$ cat config.mk
export PLATFORM = sky130hd
export DESIGN_NAME = pixel_fetch_flat
export DESIGN_NICKNAME = d
export VERILOG_FILES = /design/src/rtl/pixel_fetch_if.sv /design/src/rtl/pixel_fetch.sv /design/src/flat_wrapper.sv
export SDC_FILE = /design/constraint.sdc
export NUM_CORES = 1
export LEC_CHECK = 0
export BUFFER_PORTS_ARGS = -buffer_cell sky130_fd_sc_hd__buf_2
export CORE_MARGIN = 3
export CORE_UTILIZATION = 30
export CTS_CLUSTER_DIAMETER = 80
export DETAILED_ROUTE_END_ITERATION = 8
export SKIP_LAST_GASP = 1
export SLEW_MARGIN = 5
export SYNTH_ARGS = -nofsm -noshare
export SYNTH_HDL_FRONTEND = slang
export SYNTH_SLANG_ARGS = --single-unit
$ cat constraint.sdc
create_clock -name clk -period 3.9 [get_ports clk]
set_input_delay 0.39 -clock clk [delete_from_list [all_inputs] [get_ports clk]]
set_output_delay 0.39 -clock clk [all_outputs]
set_load 0.05 [all_outputs]
$ cat src/rtl/pixel_fetch_if.sv
// pixel_fetch_if: bundle of the raster, memory and pixel-output signals of
// pixel_fetch.
//   slave  : the fetch stage (takes syncs/offset/q, drives address and pixels)
//   master : the environment (timing generator + pixel memory + sink)
// Signals: vs_in/hs_in/de_in raster strobes, offset[17:0] image base,
// q[7:0] memory sample, parallelAddress[23:0] memory read address,
// vs_out/hs_out/de_out delayed syncs, rgb_out[23:0] pixel, frame_done pulse.
interface pixel_fetch_if;
    logic        vs_in;
    logic        hs_in;
    logic        de_in;
    logic [17:0] offset;
    logic [7:0]  q;
    logic [23:0] parallelAddress;
    logic        vs_out;
    logic        hs_out;
    logic        de_out;
    logic [23:0] rgb_out;
    logic        frame_done;

    modport slave (
        input  vs_in, hs_in, de_in, offset, q,
        output parallelAddress, vs_out, hs_out, de_out, rgb_out, frame_done
    );

    modport master (
        output vs_in, hs_in, de_in, offset, q,
        input  parallelAddress, vs_out, hs_out, de_out, rgb_out, frame_done
    );
endinterface

$ cat src/rtl/pixel_fetch.sv
// pixel_fetch: framebuffer read stage. Follows the raster from vs/hs/de,
// reads the image window out of pixel memory and returns delay-aligned
// syncs with gray samples expanded to RGB.
//   clk : pixel clock
//   rst : asynchronous active-high reset
//   bus : pixel_fetch_if.slave (strobes, offset, q in; address, pixels out)
// Optional build macro PIXEL_FETCH_ZOOM2X_EN: each source pixel covers a
// 2x2 screen block (window becomes 2*IMG_W x 2*IMG_H).
// Pixel latency is RAM_LAT+2: one cycle to register the address, RAM_LAT
// cycles of memory, one output register.
module pixel_fetch #(
    parameter int         H_ACTIVE = 640,
    parameter int         V_ACTIVE = 480,
    parameter int         IMG_W    = 256,
    parameter int         IMG_H    = 256,
    parameter int         IMG_X0   = 192,
    parameter int         IMG_Y0   = 112,
    parameter int         RAM_LAT  = 2,
    parameter logic [7:0] BORDER   = 8'h00
) (
    input  logic         clk,
    input  logic         rst,
    pixel_fetch_if.slave bus
);
`ifdef PIXEL_FETCH_ZOOM2X_EN
    localparam int W_EFF = 2 * IMG_W;
    localparam int H_EFF = 2 * IMG_H;
`else
    localparam int W_EFF = IMG_W;
    localparam int H_EFF = IMG_H;
`endif
    localparam int XW = $clog2(H_ACTIVE + 1);
    localparam int YW = $clog2(V_ACTIVE + 1);
    localparam logic [XW-1:0] X_LO   = XW'(IMG_X0);
    localparam logic [XW-1:0] X_HI   = XW'(IMG_X0 + W_EFF);
    localparam logic [XW-1:0] X_LAST = XW'(IMG_X0 + W_EFF - 1);
    localparam logic [XW-1:0] X_MAX  = XW'(H_ACTIVE - 1);
    localparam logic [YW-1:0] Y_LO   = YW'(IMG_Y0);
    localparam logic [YW-1:0] Y_HI   = YW'(IMG_Y0 + H_EFF);
    localparam logic [YW-1:0] Y_LAST = YW'(IMG_Y0 + H_EFF - 1);
    localparam logic [YW-1:0] Y_MAX  = YW'(V_ACTIVE - 1);

    typedef enum logic {IDLE, ACTIVE} state_t;
    typedef struct packed {
        logic vs;
        logic hs;
        logic de;
        logic win;
        logic last;
    } tap_t;

    state_t         state_q, state_d;
    logic           vs_prev_q, de_prev_q;
    logic [XW-1:0]  x_q, x_d, x_cur;
    logic [YW-1:0]  y_q, y_d, y_cur;
    logic [23:0]    base_q, base_d, base_cur;
    logic [23:0]    addr_q, addr_d, addr_win, dx, dy;
    logic           vs_rise, de_fall, active, win, last;
    tap_t           tap_in, tap_out;
    tap_t           pipe_q [RAM_LAT:0];
    logic [23:0]    rgb_q;
    logic           vs_o_q, hs_o_q, de_o_q, done_q;

    assign vs_rise = bus.vs_in & ~vs_prev_q;
    assign de_fall = ~bus.de_in & de_prev_q;
    // The pixel that coincides with a frame restart already belongs to the
    // new frame, so the restart values are used in the same cycle.
    assign x_cur    = vs_rise ? '0 : x_q;
    assign y_cur    = vs_rise ? '0 : y_q;
    assign base_cur = vs_rise ? {6'd0, bus.offset} : base_q;
    assign active   = (state_q == ACTIVE) || vs_rise;

    assign win  = bus.de_in && (x_cur >= X_LO) && (x_cur < X_HI)
                            && (y_cur >= Y_LO) && (y_cur < Y_HI);
    assign last = win && (x_cur == X_LAST) && (y_cur == Y_LAST);

    assign dx = 24'(x_cur) - 24'(IMG_X0);
    assign dy = 24'(y_cur) - 24'(IMG_Y0);
`ifdef PIXEL_FETCH_ZOOM2X_EN
    assign addr_win = base_cur + (dy >> 1) * 24'(IMG_W) + (dx >> 1);
`else
    assign addr_win = base_cur + dy * 24'(IMG_W) + dx;
`endif

    always_comb begin
        state_d = state_q;
        if (vs_rise) state_d = ACTIVE;

        base_d = base_cur;
        addr_d = (active && win) ? addr_win : addr_q;

        // Saturating counters keep overlong DE / extra lines in the border.
        x_d = x_cur;
        if (bus.de_in) begin
            if (x_cur != X_MAX) x_d = x_cur + XW'(1);
        end else if (de_fall) begin
            x_d = '0;
        end
        y_d = y_cur;
        if (de_fall && !vs_rise && (y_cur != Y_MAX)) y_d = y_cur + YW'(1);

        tap_in = '0;
        if (active) tap_in = '{vs: bus.vs_in, hs: bus.hs_in, de: bus.de_in,
                               win: win, last: last};
    end

    always_ff @(posedge clk or posedge rst) begin
        if (rst) state_q <= IDLE;
        else     state_q <= state_d;
    end

    always_ff @(posedge clk or posedge rst) begin
        if (rst) begin
            vs_prev_q <= 1'b0;
            de_prev_q <= 1'b0;
            x_q       <= '0;
            y_q       <= '0;
            base_q    <= '0;
            addr_q    <= '0;
        end else begin
            vs_prev_q <= bus.vs_in;
            de_prev_q <= bus.de_in;
            x_q       <= x_d;
            y_q       <= y_d;
            base_q    <= base_d;
            addr_q    <= addr_d;
        end
    end

    // Stage k holds the pixel whose address went out k cycles ago; stage
    // RAM_LAT lines up with its q sample.
    assign tap_out = pipe_q[RAM_LAT];

    always_ff @(posedge clk or posedge rst) begin
        if (rst) begin
            for (int i = 0; i <= RAM_LAT; i++) pipe_q[i] <= '0;
            rgb_q  <= '0;
            vs_o_q <= 1'b0;
            hs_o_q <= 1'b0;
            de_o_q <= 1'b0;
            done_q <= 1'b0;
        end else begin
            pipe_q[0] <= tap_in;
            for (int i = 1; i <= RAM_LAT; i++) pipe_q[i] <= pipe_q[i-1];
            vs_o_q <= tap_out.vs;
            hs_o_q <= tap_out.hs;
            de_o_q <= tap_out.de;
            done_q <= tap_out.last;
            if (!tap_out.de)      rgb_q <= '0;
            else if (tap_out.win) rgb_q <= {3{bus.q}};
            else                  rgb_q <= {3{BORDER}};
        end
    end

    assign bus.parallelAddress = addr_q;
    assign bus.rgb_out         = rgb_q;
    assign bus.vs_out          = vs_o_q;
    assign bus.hs_out          = hs_o_q;
    assign bus.de_out          = de_o_q;
    assign bus.frame_done      = done_q;
endmodule

$ cat src/flat_wrapper.sv
// flat-port wrapper written by rule: the top's interface ports become plain ports
module pixel_fetch_flat 
#(
    parameter int         H_ACTIVE = 640,
    parameter int         V_ACTIVE = 480,
    parameter int         IMG_W    = 256,
    parameter int         IMG_H    = 256,
    parameter int         IMG_X0   = 192,
    parameter int         IMG_Y0   = 112,
    parameter int         RAM_LAT  = 2,
    parameter logic [7:0] BORDER   = 8'h00
)
  (clk, rst, bus_vs_in, bus_hs_in, bus_de_in, bus_offset, bus_q, bus_parallelAddress, bus_vs_out, bus_hs_out, bus_de_out, bus_rgb_out, bus_frame_done);
  pixel_fetch_if bus_i ();
  input  logic clk;
  input  logic rst;
  input wire logic [$bits(bus_i.vs_in)-1:0] bus_vs_in;
  input wire logic [$bits(bus_i.hs_in)-1:0] bus_hs_in;
  input wire logic [$bits(bus_i.de_in)-1:0] bus_de_in;
  input wire logic [$bits(bus_i.offset)-1:0] bus_offset;
  input wire logic [$bits(bus_i.q)-1:0] bus_q;
  output wire logic [$bits(bus_i.parallelAddress)-1:0] bus_parallelAddress;
  output wire logic [$bits(bus_i.vs_out)-1:0] bus_vs_out;
  output wire logic [$bits(bus_i.hs_out)-1:0] bus_hs_out;
  output wire logic [$bits(bus_i.de_out)-1:0] bus_de_out;
  output wire logic [$bits(bus_i.rgb_out)-1:0] bus_rgb_out;
  output wire logic [$bits(bus_i.frame_done)-1:0] bus_frame_done;
  assign bus_i.vs_in = bus_vs_in;
  assign bus_i.hs_in = bus_hs_in;
  assign bus_i.de_in = bus_de_in;
  assign bus_i.offset = bus_offset;
  assign bus_i.q = bus_q;
  assign bus_parallelAddress = bus_i.parallelAddress;
  assign bus_vs_out = bus_i.vs_out;
  assign bus_hs_out = bus_i.hs_out;
  assign bus_de_out = bus_i.de_out;
  assign bus_rgb_out = bus_i.rgb_out;
  assign bus_frame_done = bus_i.frame_done;
  pixel_fetch #(.H_ACTIVE(H_ACTIVE), .V_ACTIVE(V_ACTIVE), .IMG_W(IMG_W), .IMG_H(IMG_H), .IMG_X0(IMG_X0), .IMG_Y0(IMG_Y0), .RAM_LAT(RAM_LAT), .BORDER(BORDER)) u_core (.clk(clk), .rst(rst), .bus(bus_i));
endmodule
==> results of run 1 <==
worst reg2reg max path, stage by stage, from the launching register on:
cell      delay (ps)
dfrtp_1          380
nand2b_2         220
nand2_1          110
inv_1             90
ha_2             230
a211oi_2         250
nor3_2            90
fa_1             490
inv_1             40
ha_1             300
a21o_1           210
a221o_1          310
a21oi_1          150
o311ai_1         160
o31a_1           280
xor2_1           180
o21ai_2           60
Yosys cell counts, types with 2 or more instances:
library cell	n	area, sq um
inv_1	60	225
and2_1	9	56.3
a21oi_1	23	115
nand2_1	108	405
buf_2	2	10.0
nor3b_1	2	15.0
o211ai_1	8	60.1
buf_1	3	11.3
and4_1	3	26.3
xnor2_1	17	149
clkbuf_1	9	33.8
mux2i_1	7	70.1
o21a_1	2	15.0
and3_1	11	68.8
a211oi_1	2	15.0
nor2_1	17	63.8
o31ai_1	3	22.5
dfrtp_1	97	2430
buf_4	17	128
a31oi_1	3	18.8
nor3_1	10	50.1
a21boi_0	2	15.0
fa_1	16	320
nand3_1	10	50.1
nor2b_1	7	43.8
xor2_1	16	140
a21o_1	10	75.1
ha_1	39	488
nand4b_1	2	17.5
o21ai_0	36	180
nand4_1	7	43.8
nand2b_1	6	37.5
power by group through the flow:
stage	Sequential, mW	Clock [mW]	Combinational, mW
floorplan	1.09	0	0.373
global placement	1.08	0	0.501
global route	1.07	0.971	0.576
finish	1.07	0.912	0.499
detailed placement	1.08	0	0.503
CTS	1.07	0.933	0.506
sequential cells by signal, indices dropped and copies added, names as in the netlist:
signal	cells
u_core.base_q	24
u_core.bus.de_out	1
u_core.bus.frame_done	1
u_core.bus.hs_out	1
u_core.bus.parallelAddress	24
u_core.bus.rgb_out	8
u_core.bus.vs_out	1
u_core.de_prev_q	1
u_core.pipe_q	15
u_core.state_q	1
u_core.vs_prev_q	1
u_core.x_q	10
u_core.y_q	9
area by class of cell:
class,instances,area (sq um)
clock buffer,10,229
clock inverter,6,72.6
fill,1855,11500
inverter,60,228
multi-input combinational,394,2750
sequential,97,2430
tap,229,287
timing repair buffer,102,561
metal layers:
metal  up-vias  track usage [%]  wire, microns
li1       2078                -              -
met1      1902             17.7           5850
met2        72             18.8           5610
met3         6             2.65            550
met4         0             4.20            136
met5         -                0              0
repair_timing:
action                                  CTS  global route
hold buffers                              0             0
resized for setup                         1             3
pin swaps                                 0             1
cloned                                    0             0
endpoints found under the setup margin    1             2
final timing paths:
path                              startpoint                        endpoint  slack, ps
setup / recovery            u_core.vs_prev_q  u_core.bus.parallelAddress[23]        250
setup reg to reg            u_core.vs_prev_q  u_core.bus.parallelAddress[23]        250
min in group clk                   bus_hs_in                u_core.pipe_q[3]        260
hold reg to reg            u_core.pipe_q[14]               u_core.bus.vs_out        350
max in group asynchronous                rst  u_core.bus.parallelAddress[18]       2950
hold / removal                           rst               u_core.pipe_q[13]        190
metrics by stage:
step | cells | hold slack (ps)
2_1_floorplan | 583 | 331
5_1_grt | 898 | 253
4_1_cts | 898 | 236
6_report | 898 | 194
3_3_place_gp | 882 | 332
3_5_place_dp | 882 | 336
logic make-up after synthesis:
group           count (synthesis)
simple gates                  199
mux                             7
xor+xnor                       33
compound gates                100
buf+inv                        92
flops                          97
fa+ha+maj                      55
==> results.md, run 1 <==
* Drt wl/cell at 13.5 microns
* Complex-gate fraction of the synthesized area at 11.0%
* DRC at 0
* Antenna diode count at 0
* CP arrival at 3890 ps
* Post-synth EDFFs at 0
* Largest net degree at the start of global routing at 68
* Lkg Pwr at 3.46 nW
* Longest Clk Path Bufs at 2
* Multiplexer area fraction after synthesis at 1.26%
* Synth Flop Type: dfrtp_1
* Worst Path Max Fanout at 5
* Initial DRT Pass Iterations at 4
* Relative slew margins at 46.3%
* Pint at 1.75 mW
* Delay-heaviest family, CP: compound AO/OA/AOI/OAI gates
* Final Skew at 5.93 ps
* Final HPWL DP at 9470 microns
* Htree depth at 3
* Worst Setup End Kind: flop
* Type of the worst min-delay path: primary input to asynchronous set/reset pin
* Share of layout cells above drive strength 1 at 20.0%
* XOR/XNOR share of the synthesized area at 5.18%
* Critical path startpoint category: flop
* Dpl ws at -150 ps
* Layout overhead on the synthesized area at 17.6%
* Total wire length at 12100 microns
* Simple-gate portion of the synthesized area at 17.0%
* Clk slew on worst S/H paths at 70 ps
* Cell Pwr Density at 378 nW/um^2
* Iter 0 DRT Violations at 221
* Core Area at 18100 sq um
* GRT Total Usage at 12.4%
* Syn Nets at 669
* Post-Syn Area at 5580 sq um
* Die area at 20300 sq um
* GR Overflow Total at 0
* Clock power frac at 36.8%
* Maximum vdd drop at 0.000216 V
* Status: finished clean
* Commonest cells after routing, fill and taps aside: nand2_1, dfrtp_1, buf_2
* Placer Congestion at 0.840
* Fin crit share at 93.7%
* Die W at 142 microns
* Buffer count from post-CTS setup fixing at 0
* Layout Utilization at 36.3%
* First-pass GRT wire length at 20000 microns
* Least-Margin Pin Slew at 806 ps
* Root Buffer: clkbuf_16
* Clock Latency Late Sink at 350 ps
* Die Y at 142 microns
* Synth cell types at 51
* Clk sinks at 97
* Number of cells on the critical path at 16
* Initial antenna violation count at 0
* CP max-delay cell: fa_1
* Commonest non-fill, non-tap cell in the layout: nand2_1
* RSZ-0062 raised after global routing: no
* DR vias at 4058
* Setup Crit Path Kind: flop to flop
* Mapped Cells at 583
* Num rows at 49
* Worst reg-to-reg path cell count at 16
* Max Freq at 274 MHz
* Synth Area in Adders at 14.5%
* Largest family of logic cells by synthesized area: simple AND/OR/NAND/NOR gates
* Comb pwr share at 20.2%
* Critical path required time at 4140 ps
* Switching Share at 29.3%
* Psw at 0.725 mW
* Routed Antenna Nets at 0
* Register bit count reported by yosys at 97
* Vias in the first global route at 4001
* Critical path buffer and inverter count at 2
* Layout Nets at 750
* MaxCap Viol Count at 0
* Fin Setup TNS at 0 ps
* DP Area at 6240 sq um
* Initial Utilization at 30.8%
* Sequential share of the synthesized area at 43.5%
* Final hold vios at 0
* # IOs at 83
* Synth Warn # at 0
* Worst stage delay on the critical path at 490 ps
* Final Cell Area at 6560 sq um
* Final Critical Period at 3650 ps
* Vias per cell at 4.52
* Final number of setup-violating endpoints at 0
* Crit-path most repeated cell: inv_1
* TritonCTS Buffers at 9
* Cell Chain, Critical Path: nand2b_2, nand2_1, inv_1, ha_2, a211oi_2, nor3_2, fa_1, inv_1, ha_1, a21o_1, a221o_1, a21oi_1, o311ai_1, o31a_1, xor2_1, o21ai_2
* Final total power at 2.48 mW
* Syn avg cell area at 9.56 sq um
* Final worst setup slack at 247 ps
* Port bufs at 82
* Fraction of registers with async set/reset at 100%
* Final Slew Violations at 0
* Reg power frac at 43.0%
* CTS tree: done
(Power assumes the default switching activity.)
==> run 2: changes to the inputs <==
--- a/config.mk
+++ b/config.mk
@@ -10,6 +10,7 @@
 export CORE_UTILIZATION = 30
 export CTS_CLUSTER_DIAMETER = 80
 export DETAILED_ROUTE_END_ITERATION = 8
+export PLACE_DENSITY_LB_ADDON = 0.3
 export SKIP_LAST_GASP = 1
 export SLEW_MARGIN = 5
 export SYNTH_ARGS = -nofsm -noshare
==> run 2 against run 1 <==
Compared with the run above:
- total power fell by 0.48%
- largest power group unchanged
- global-route usage barely moved
- critical endpoint unchanged
- sequential cell count did not move
- setup slack got worse by 20 ps
- fmax fell by 0.53%
- critical path depth did not move
- core utilization rose by 0.062 points
- clock skew rose by 1.8 ps
- die area did not move
- worst hold slack got worse by 160 ps
- clock power fell by 2.5%
==> results.md, run 2 (same netlist as run 1, synthesis figures left out) <==
* Critical path startpoint category: flop
* Htree depth at 3 (unchanged)
* Relative slew margins at 62.2% (+16 points)
* Final number of setup-violating endpoints at 0 (unchanged)
* TritonCTS Buffers at 9 (unchanged)
* DRC at 0 (unchanged)
* RR Startpoint: u_core.vs_prev_q
* Num rows at 49 (unchanged)
* Max Freq at 272 MHz (-0.53%)
* Layout Nets at 750 (unchanged)
* Layout overhead on the synthesized area at 17.8%
* Crit path launch: u_core.vs_prev_q
* Fin crit share at 94.2% (+0.50 points)
* Hold Buf Count CTS at 0 (unchanged)
* GRT Total Usage at 12.4% (+0.020 points)
* CP arrival at 3890 ps (about the same)
* Clk sinks at 97 (unchanged)
* Clk slew on worst S/H paths at 70 ps (about the same)
* Switching Share at 30.3% (+1.0 points)
* CTS tree: done
* Hold Slack at 30.3 ps (-164 ps)
* Fin Setup TNS at 0 ps (unchanged)
* Critical path required time at 4120 ps (-20 ps)
* Initial Utilization at 30.8% (unchanged)
* Largest net degree at the start of global routing at 41 (-40%)
* DR vias at 4012 (-1.1%)
* MaxCap Viol Count at 0 (unchanged)
* Placer Congestion at 0.796 (-5.2%)
* Initial DRT Pass Iterations at 4 (unchanged)
* Psw at 0.746 mW (+2.9%)
* Total wire length at 12100 microns (-0.26%)
* Port bufs at 82 (unchanged)
* Longest Clk Path Bufs at 2 (unchanged)
* Max Used Layer: met5
* Type of the worst min-delay path: primary input to asynchronous set/reset pin
* Cell Pwr Density at 375 nW/um^2 (-0.65%)
* Lkg Pwr at 3.47 nW (+0.31%)
* Final total power at 2.46 mW (-0.48%)
* Clock power frac at 36.1% (-0.7 points)
* Final Critical Period at 3670 ps (+19.5 ps)
* DR WL met3 at 461 microns (-16%)
* Final Slew Violations at 0 (unchanged)
* Worst Setup End Kind: flop
* # IOs at 83 (unchanged)
* Status: finished clean
* Routed Antenna Nets at 0 (unchanged)
* Core Area at 18100 sq um (unchanged)
* Final Cell Area at 6570 sq um (+0.17%)
* Maximum vdd drop at 0.000197 V (-8.8%)
* Pint at 1.72 mW (-1.9%)
* Drt wl/cell at 13.5 microns (-0.26%)
* Commonest non-fill, non-tap cell in the layout: nand2_1
* GR Overflow Total at 0 (unchanged)
* Root Buffer: clkbuf_16
* Antenna diode count at 0 (unchanged)
* Die area at 20300 sq um (unchanged)
* Final hold vios at 0 (unchanged)
* First-pass GRT wire length at 20000 microns (-0.20%)
* Share of layout cells above drive strength 1 at 20.0% (unchanged)
* Setup Crit Path Kind: flop to flop
* Least-Margin Pin Slew at 563 ps (-244 ps)
* Initial antenna violation count at 1 (+1)
* Die Y at 142 microns (unchanged)
* Worst Path Max Fanout at 5 (unchanged)
* Final HPWL DP at 9340 microns (-1.4%)
* Iter 0 DRT Violations at 238 (+7.7%)
* Comb pwr share at 20.7% (+0.5 points)
* Post-Route M1 WL at 6300 microns (+7.8%)
* Clock Latency Late Sink at 350 ps (about the same)
* Die W at 142 microns (unchanged)
* Reg power frac at 43.3% (+0.3 points)
* Commonest cells after routing, fill and taps aside: nand2_1, dfrtp_1, buf_2
* Final Skew at 7.70 ps (+1.77 ps)
* Metal2 WL at 5130 microns (-8.6%)
* DP Area at 6250 sq um (about the same)
* Vias in the first global route at 3886 (-2.9%)
* Vias per cell at 4.47 (-1.1%)
-- run 2: cell types whose count changed in the layout (fill, tap and decap cells not counted), sizes merged --
cell	delta
clkinvlp	-1
bufinv	-1
clkinv	+1
inv	+1
-- run 2: cell type report --
cell class	count	area, sq um
clock buffers	10	239
flip-flops and latches	97	2430
multi-input cells	394	2760
well taps	229	287
repair buffers	102	573
inverters	60	228
clock inverters	6	57.6
fillers	1893	11500
-- run 2: stage by stage --
step                      setup WS [ps]  utilization, %  std cells
final                               228            36.3        898
after global routing              -13.0            36.3        898
after floorplan                    17.5               -        583
after CTS                           166            36.2        897
after global placement              216            34.5        881
after detailed placement            176            34.5        881
-- run 2: what timing repair did --
item / in CTS / in global routing
buffers inserted: 0 / 1
gates resized for setup: 0 / 3
setup endpoints to repair: 0 / 2
-- run 2: worst max-delay path: stages (launching register included) --
cell and delay (ps):
dfrtp_1 380, nand2b_2 220, nand2_1 110, inv_1 80, ha_2 230, a211oi_2 240
nor3_2 80, fa_1 480, inv_1 40, ha_1 300, a21o_1 220, a221o_1 340
a21oi_2 160, o311ai_2 130, o31a_1 280, xor2_1 190, o21ai_2 60
-- run 2: path summary, 6_finish.rpt --
check,cells past startpoint,slack [ps],to
worst max-delay path,16,230,u_core.bus.parallelAddress[23]
worst min-delay path,2,30,u_core.bus.rgb_out[16]
worst max register to register,16,230,u_core.bus.parallelAddress[23]
worst min register to register,0,350,u_core.pipe_q[13]
max in group asynchronous,3,3030,u_core.base_q[21]
min in group clk,1,200,u_core.vs_prev_q
-- run 2: per-layer routing --
metal,GRT usage (%),vias to the layer above
li1,-,2082
met1,18.4,1846
met2,17.7,68
met3,2.49,14
met4,4.80,2
met5,0,-
-- run 2: power by group through the flow --
stage	Combinational (mW)	Sequential [mW]	Clock [mW]
floorplan	0.373	1.09	0
CTS	0.512	1.07	0.925
global placement	0.507	1.08	0
finish	0.510	1.07	0.889
detailed placement	0.506	1.09	0
global route	0.578	1.07	0.956
